--- src/rtl/exc_pkg.sv ---
`default_nettype none
// ============================================================================
// Module      : exc_pkg
// Description : Cause codes and CP0 status bit positions for the exception
//               arbiter.
// Revision    : 1.0 - initial release
// ============================================================================
package exc_pkg;

    localparam logic [4:0] EXC_INT = 5'd0;
    localparam logic [4:0] EXC_SYS = 5'd8;
    localparam logic [4:0] EXC_BP  = 5'd9;
    localparam logic [4:0] EXC_TR  = 5'd13;

    localparam int ST_IE  = 0;
    localparam int ST_SYS = 1;
    localparam int ST_BP  = 2;
    localparam int ST_TR  = 3;
    localparam int ST_INT = 4;

endpackage
`default_nettype wire

--- src/rtl/irq_sync_edge.sv ---
`default_nettype none
// ============================================================================
// Module      : irq_sync_edge
// Description : Multi-flop synchronizer for one asynchronous level line,
//               followed by a single-cycle rising-edge pulse.
// Revision    : 1.0 - initial release
// ============================================================================
module irq_sync_edge #(
    parameter int SYNC_STAGES = 2
) (
    input  logic clk,
    input  logic rst,
    input  logic i_async,
    output logic o_rise
);

    logic [SYNC_STAGES-1:0] r_sync;
    logic                   r_prev;

    always_ff @(posedge clk) begin
        if (rst) begin
            r_sync <= '0;
            r_prev <= 1'b0;
        end else begin
            r_sync <= {r_sync[SYNC_STAGES-2:0], i_async};
            r_prev <= r_sync[SYNC_STAGES-1];
        end
    end

    assign o_rise = r_sync[SYNC_STAGES-1] & ~r_prev;

endmodule
`default_nettype wire

--- src/rtl/exc_ctrl.sv ---
`default_nettype none
// ============================================================================
// Module      : exc_ctrl
// Description : Exception/interrupt arbiter feeding CP0: instruction
//               exceptions, synchronized external IRQs and a compare timer.
// Revision    : 1.0 - initial release
// ============================================================================
module exc_ctrl
    import exc_pkg::*;
#(
    parameter int N_IRQ       = 4,
    parameter int SYNC_STAGES = 2,
    parameter int TIMER_W     = 32
) (
    input  logic               clk,
    input  logic               rst,
    input  logic               syscall,
    input  logic               brk,
    input  logic               teq_trap,
    input  logic               eret,
    input  logic               mtc0,
    input  logic [31:0]        status,
    input  logic [N_IRQ-1:0]   irq,
    input  logic               cmp_we,
    input  logic [TIMER_W-1:0] cmp_wdata,
    output logic               exception,
    output logic [4:0]         cause,
    output logic [3:0]         irq_id,
    output logic [N_IRQ:0]     irq_pending,
    output logic [TIMER_W-1:0] count
);

    logic [N_IRQ-1:0]   w_rise;
    logic [N_IRQ-1:0]   r_pend;
    logic               r_tpend;
    logic [TIMER_W-1:0] r_count;
    logic [TIMER_W-1:0] r_cmp;
    logic [N_IRQ:0]     w_pend_all;
    logic               w_ie;
    logic               w_sys;
    logic               w_bp;
    logic               w_tr;
    logic               w_instr;
    logic               w_int_take;
    logic               w_match;
    logic [3:0]         w_low_id;
    logic [N_IRQ:0]     w_low_vec;
    logic [N_IRQ:0]     w_take_vec;
    logic               w_unused_status;

    generate
        for (genvar gi = 0; gi < N_IRQ; gi++) begin : g_sync
            irq_sync_edge #(
                .SYNC_STAGES (SYNC_STAGES)
            ) u_sync (
                .clk     (clk),
                .rst     (rst),
                .i_async (irq[gi]),
                .o_rise  (w_rise[gi])
            );
        end
    endgenerate

    assign w_pend_all      = {r_tpend, r_pend};
    assign w_unused_status = &{1'b0, status[31:5]};

    assign w_ie    = status[ST_IE];
    assign w_sys   = w_ie & syscall  & status[ST_SYS];
    assign w_bp    = w_ie & brk      & status[ST_BP];
    assign w_tr    = w_ie & teq_trap & status[ST_TR];
    assign w_instr = w_sys | w_bp | w_tr;

    // Masked instruction exceptions do not block a pending interrupt.
    assign w_int_take = (|w_pend_all) & w_ie & status[ST_INT] & ~w_instr & ~eret & ~mtc0;

    // Descending scan so the lowest set index is the one left standing.
    always_comb begin
        w_low_id  = 4'd0;
        w_low_vec = '0;
        for (int i = N_IRQ; i >= 0; i--) begin
            if (w_pend_all[i]) begin
                w_low_id  = 4'(i);
                w_low_vec = (N_IRQ+1)'(1) << i;
            end
        end
    end

    assign w_take_vec = w_int_take ? w_low_vec : '0;

    always_comb begin
        exception = 1'b0;
        cause     = EXC_INT;
        irq_id    = 4'd0;
        if (w_sys) begin
            exception = 1'b1;
            cause     = EXC_SYS;
        end else if (w_bp) begin
            exception = 1'b1;
            cause     = EXC_BP;
        end else if (w_tr) begin
            exception = 1'b1;
            cause     = EXC_TR;
        end else if (w_int_take) begin
            exception = 1'b1;
            irq_id    = w_low_id;
        end
    end

    assign w_match = (r_count == r_cmp) && (r_cmp != '0);

    always_ff @(posedge clk) begin
        if (rst) begin
            r_pend  <= '0;
            r_tpend <= 1'b0;
            r_count <= '0;
            r_cmp   <= '0;
        end else begin
            // A fresh edge on the same edge as the take keeps the bit set.
            r_pend  <= w_rise | (r_pend & ~w_take_vec[N_IRQ-1:0]);
            r_count <= r_count + TIMER_W'(1);
            if (cmp_we) begin
                r_cmp   <= cmp_wdata;
                r_tpend <= 1'b0;
            end else begin
                r_tpend <= w_match | (r_tpend & ~w_take_vec[N_IRQ]);
            end
        end
    end

    assign irq_pending = w_pend_all;
    assign count       = r_count;

endmodule
`default_nettype wire

--- config.mk ---
export PLATFORM = sky130hd
export DESIGN_NAME = exc_ctrl
export DESIGN_NICKNAME = d
export VERILOG_FILES = /design/src/rtl/exc_pkg.sv /design/src/rtl/irq_sync_edge.sv /design/src/rtl/exc_ctrl.sv
export SDC_FILE = /design/constraint.sdc
export NUM_CORES = 1
export LEC_CHECK = 0
export ABC_AREA = 0
export BUFFER_PORTS_ARGS = -buffer_cell sky130_fd_sc_hd__buf_2
export CAP_MARGIN = 0
export CORE_MARGIN = 2
export CORE_UTILIZATION = 40
export DETAILED_ROUTE_END_ITERATION = 8
export PLACE_DENSITY = 0.65
export SYNTH_ARGS = -nofsm -noshare
export SYNTH_HDL_FRONTEND = slang
export SYNTH_SLANG_ARGS = --single-unit
--- constraint.sdc ---
create_clock -name clk -period 2.2 [get_ports clk]
set_input_delay 0.22 -clock clk [delete_from_list [all_inputs] [get_ports clk]]
set_output_delay 0.22 -clock clk [all_outputs]
set_load 0.03 [all_outputs]
Yosys cells after proc, flatten, opt, wreduce, memory -nomap -nowiden
Index checks and enable logic that the tools add are counted.
Word-level totals
  flip-flop bits (word level): 81
  bits of input ports: 76
  output and inout port bits: 47
  logic and storage cells: 70
Operators by class
  add/sub/neg operators: 1
  equality and inequality tests: 1
  mux-type cells: 22
  bitwise logic cells: 30
  reductions and logical operators: 4
Operators with widths (number)
  $mux 4: 10
  $add 32x1->32 const B: 1
  $eq 32x32->1: 1
  $reduce_bool 32->1: 1
  $mux 5: 6
  $and 1x1->1: 16
  $not 1->1: 8
  $mux 3: 2
  $reduce_or 5->1: 1
  $and 4x4->4: 1
  $mux 1: 4
  $not 4->4: 1
  $or 4x4->4: 1
  $or 1x1->1: 3
  $reduce_or 2->1: 1
  $logic_and 1x1->1: 1

Longest topological paths before layout
  depth in word-level cells: 12
  mapped depth: 7
  gate-level depth less buffers: 6

By module
A second synthesis with hierarchy kept.
Second synthesis, totals
  cells, all modules: 397
  area, all modules: 3681.0 um2
Modules (own cells, without submodules)
  exc_ctrl: times used 1, cells an instance 369, area an instance 3330.7 um2, sequential area each 1381.3 um2
  irq_sync_edge: times used 4, cells an instance 7, area an instance 87.6 um2, sequential area each 60.1 um2

Worst setup path before layout
No wires, ideal clock.
  kind: input to register
  start: input port status[3]
  end: register r_tpend
  library setup time: 160 ps
  data arrival time: 2116 ps
  required time: 2040 ps
  slack: -76 ps
  cell stages on the path: 5
  path buffers: 0
  cell sequence: nand2_1 a31oi_1 or4_4 nor3_1 o21ai_0
Between the ends
  longest elaborated chain between the ends: 10
Ends and longest elaborated chain
  start, declared: RTL line exc_ctrl.sv:22  | input logic [31:0] status,
  $and 1x1->1: RTL line exc_ctrl.sv:70  | assign w_tr = w_ie & teq_trap & status[ST_TR];
  $or 1x1->1: RTL line exc_ctrl.sv:71  | assign w_instr = w_sys | w_bp | w_tr;
  $not 1->1: RTL line exc_ctrl.sv:74  | assign w_int_take = (|w_pend_all) & w_ie & status[ST_INT] & ~w_instr & ~eret & ~mtc0;
  $and 1x1->1 (3 in a row): RTL line exc_ctrl.sv:74
  $mux 5: RTL line exc_ctrl.sv:88  | assign w_take_vec = w_int_take ? w_low_vec : '0;
  $not 1->1: RTL line exc_ctrl.sv:125  | r_tpend <= w_match | (r_tpend & ~w_take_vec[N_IRQ]);
  $and 1x1->1: RTL line exc_ctrl.sv:125
  $or 1x1->1: RTL line exc_ctrl.sv:125
  end signal, assigned: RTL line exc_ctrl.sv:125
  end, declared: RTL line exc_ctrl.sv:35  | logic r_tpend;
No other way between the ends.
A chain may end at the register's enable or synchronous reset.

Worst setup path in the final report
  start: register r_pend[3]
  end: output port irq_id[2]
Between the ends
  longest elaborated chain between the ends: 10
  elaborated cells on any way between the ends: 14
  those cells by class: 8 x mux; 5 x bitwise; 1 x reduce/logical
Ends and longest elaborated chain
  start, declared: RTL line exc_ctrl.sv:34  | logic [N_IRQ-1:0] r_pend;
  start signal, assigned: RTL line exc_ctrl.sv:119  | r_pend <= w_rise | (r_pend & ~w_take_vec[N_IRQ-1:0]);
  $reduce_or 5->1: RTL line exc_ctrl.sv:74
  $and 1x1->1 (5 in a row): RTL line exc_ctrl.sv:74
  $mux 4 *: RTL line exc_ctrl.sv:103  | end else if (w_int_take) begin
  $mux 4 *: RTL line exc_ctrl.sv:100  | end else if (w_tr) begin
  $mux 4 *: RTL line exc_ctrl.sv:97  | end else if (w_bp) begin
  $mux 4 *: RTL line exc_ctrl.sv:94  | if (w_sys) begin
  end, declared: RTL line exc_ctrl.sv:28  | output logic [3:0] irq_id,
Every way passes the cells marked *; elsewhere a longest branch is shown, timed or not.

==> results.yml <==
outcome:
  outcome: "finished, final reports clean"
logic_synthesis:
  ys_seq_elements: 81
  synth.distinct_cells: 37
  netlist_instances: 383
  synth_top_flop_cell: "dfxtp_1"
  ys_seq_area_share_pct: 45.1
  avgSynthCellArea_um2: 9.40
  synthesis.area_um2: 3600
  synth_edf_count: 0
  async_flop_share_pct: 0
  ys_warn_count: 0
global_route:
  grt_max_degree: 81
  first_global_vias: 2618
  gr-usage-all-layers_pct: 16.8
  grt_first_pass_wirelength_um: 13000
  grt_overflow: 0
  antenna_found_initial: 0
power_and_ir_drop:
  p_int_mw: 2.28
  combPwrFrac_pct: 9.4
  seq_power_share_pct: 51.6
  pwr-share-clk_pct: 39.1
  switchingPower_uw: 754
  ir_worst_vdd_mv: 0.382
  p_per_area_nw_per_um2: 703
  p_leak_nw: 2.10
  netSwitchingFraction_pct: 24.8
timing:
  skew_ns: 0.00922
  timing.hold.ws_ns: 0.0898
  period_share_pct: 95.0
  tns_ns: 0
  hold_viol_final: 0
  fmaxAchievable_mhz: 479
  slew_headroom_pct: 46.9
  min_period_ns: 2.09
  rsz0062_at_grt: "no"
  drv_slew: 0
  setup_viol: 0
  worst_slew_pin_slew_ns: 0.796
cts:
  numCtsBuffers: 9
  hold_buffers: 0
  insertion_delay_ns: 0.35
  cts.path.max_buffers: 2
  clk_pin_slew_ns: 0.09
  cts.sinks: 81
  htree_levels: 3
  clockRootBuffer: "clkbuf_8"
  cts_tree: "yes"
final_layout:
  layout.nets: 548
  drive_above_1_share_pct: 25.8
  multi_input_area_um2: 1840
  diodes: 0
  fillers: 832
  syn2layout_area_growth_pct: 20.0
  seqCellArea_um2: 1620
floorplan:
  die_x_um: 98.8
  core_um2: 8720
  initial_core_util_pct: 41.3
  dieArea_um2: 9770
  top_level_ports: 123
  die_y_um: 98.8
  fp-row-count: 34
route:
  dr.pass1.iters: 4
  ant_nets: 0
  drt-wirelength-per-cell_um: 13.9
  drtIter0Drc: 138
  wl_um: 8090
  vias_per_cell: 4.91
  dr_total_vias: 2868
  drc: 0
worst_setup_path:
  path_cells: "or4_1, nand2_1, or4_4, nor3_2, buf_2"
  crit_path_max_fanout: 6
  worst_setup_path_start_kind: "register"
  required_ns: 1.98
  path_class: "register to primary output"
  critPathCaptureType: "primary output"
  cpPeakStageDelay_ns: 0.46
  reg2regPathDepth: 5
  cp.arrival_ns: 1.87
  cp_slowest_cell: "or4_4"
place:
  hpwlAfterDp_um: 5950
  portBuffers: 92
  place_congestion: 0.809
flow_run:
  drv_cap: 0
min_path:
  hold_class: "input port to register"
  holdPathStages: 2
## power by group through the flow
stage	Sequential, mW	Clock [mW]	Combinational (mW)
global route	1.57	1.27	0.315
finish	1.57	1.19	0.284
CTS	1.57	1.21	0.288
detailed placement	1.60	0	0.286
floorplan	1.61	0	0.187
global placement	1.60	0	0.281
## area by class of cell
class / instances / area share (%)
Tap cell: 108 / 3.13
Clock buffer: 9 / 2.87
Timing Repair Buffer: 95 / 11.2
Clock inverter: 7 / 2.20
Inverter: 4 / 0.348
Sequential cell: 81 / 37.6
Multi-Input combinational cell: 280 / 42.7
## final timing paths
| check | start | endpoint | slack [ns] |
|---|---|---|---|
| max reg2reg | count[7] | count[17] | 0.44 |
| min | irq[3] | g_sync[3].u_sync.r_sync[0] | 0.09 |
| max | r_pend[3] | irq_id[2] | 0.11 |
| min reg2reg | g_sync[3].u_sync.r_prev | r_pend[3] | 0.43 |
## per-stage QoR
| stage | setup slack [ns] | instances | util, % | total power, mW | area [um2] |
|---|---|---|---|---|---|
| finish | 0.110 | 584 | 49.5 | 3.04 | 4320 |
| global route | 0.0264 | 584 | 49.5 | 3.16 | 4320 |
| CTS | 0.0206 | 584 | 49.5 | 3.07 | 4320 |
| detailed placement | 0.404 | 568 | 47.0 | 1.89 | 4100 |
| global placement | 0.422 | 568 | 47.0 | 1.88 | 4100 |
| floorplan | 0.0601 | 385 | - | 1.79 | 3610 |
## cells in the final DEF (no fill, tap or decap), drive strengths merged
cell type | synthesis | final
nand2b | 3 | 3
o2111ai | 1 | 1
nand2 | 15 | 15
nand4 | 17 | 17
or4 | 3 | 3
and3 | 6 | 6
bufinv | 0 | 2
xor2 | 50 | 50
buf | 11 | 95
o21ai | 5 | 5
clkinvlp | 0 | 1
mux2i | 32 | 32
a21oi | 6 | 6
and4bb | 1 | 1
a31oi | 1 | 1
and4 | 5 | 5
dfxtp | 81 | 81
or3 | 2 | 2
inv | 4 | 4
ha | 1 | 1
conb | 1 | 3
and2 | 2 | 2
clkinv | 0 | 4
nor2b | 16 | 16
nor3 | 5 | 5
clkbuf | 9 | 9
nor4 | 16 | 16
xnor2 | 11 | 11
nor2 | 70 | 70
nand3 | 9 | 9
## repair_timing
action,4_1_cts,5_1_grt
endpoints found under the setup margin,0,1
setup buffers,0,0
endpoints found under the hold margin,0,0
gates resized for setup,0,1
## critical path: cells and delay by family, from the launching register on
family,cells,cell delay (ns)
simple gates,4,0.88
flops,1,0.42
buf+inv,1,0.24
## synthesized netlist by cell type, types with 6 or more instances
cell type	n	share of area (%)
xor2_1	50	12
nor2_1	68	7.1
a21oi_1	6	0.83
nor2b_1	16	2.8
nand4_1	16	2.8
mux2i_1	32	8.9
nor4_1	15	2.6
clkbuf_1	7	0.73
xnor2_1	11	2.7
nand2_1	15	1.6
dfxtp_1	81	45
nand3_1	9	1.3
## flip-flops by register name, summed over array words and instances, names as in the netlist
register / count
g_sync.u_sync.r_prev: 4
g_sync.u_sync.r_sync: 8
r_cmp: 32
count: 32
r_tpend: 1
r_pend: 4
## layer usage
metal	vias to the layer above	wire length [um]	global-route usage, %
met5	-	0	0
met4	0	87	5.48
met3	8	398	4.18
met2	70	3850	26.3
met1	1323	3760	22.8
li1	1467	-	-
## cells by family (layout without fill, tap and decap cells)
family | count (synthesis) | after routing | synth area share, %
adders and majority gates | 1 | 1 | 0.348
other | 1 | 3 | 0.104
xor gates and xnor gates | 61 | 61 | 14.8
muxes | 32 | 32 | 8.90
buffers and inverters | 24 | 115 | 4.03
and+or+nand+nor | 170 | 170 | 24.8
AOI/OAI and AO/OA | 13 | 13 | 1.95
DFF | 81 | 81 | 45.1
Note: power is estimated with default switching activity, not from simulation.
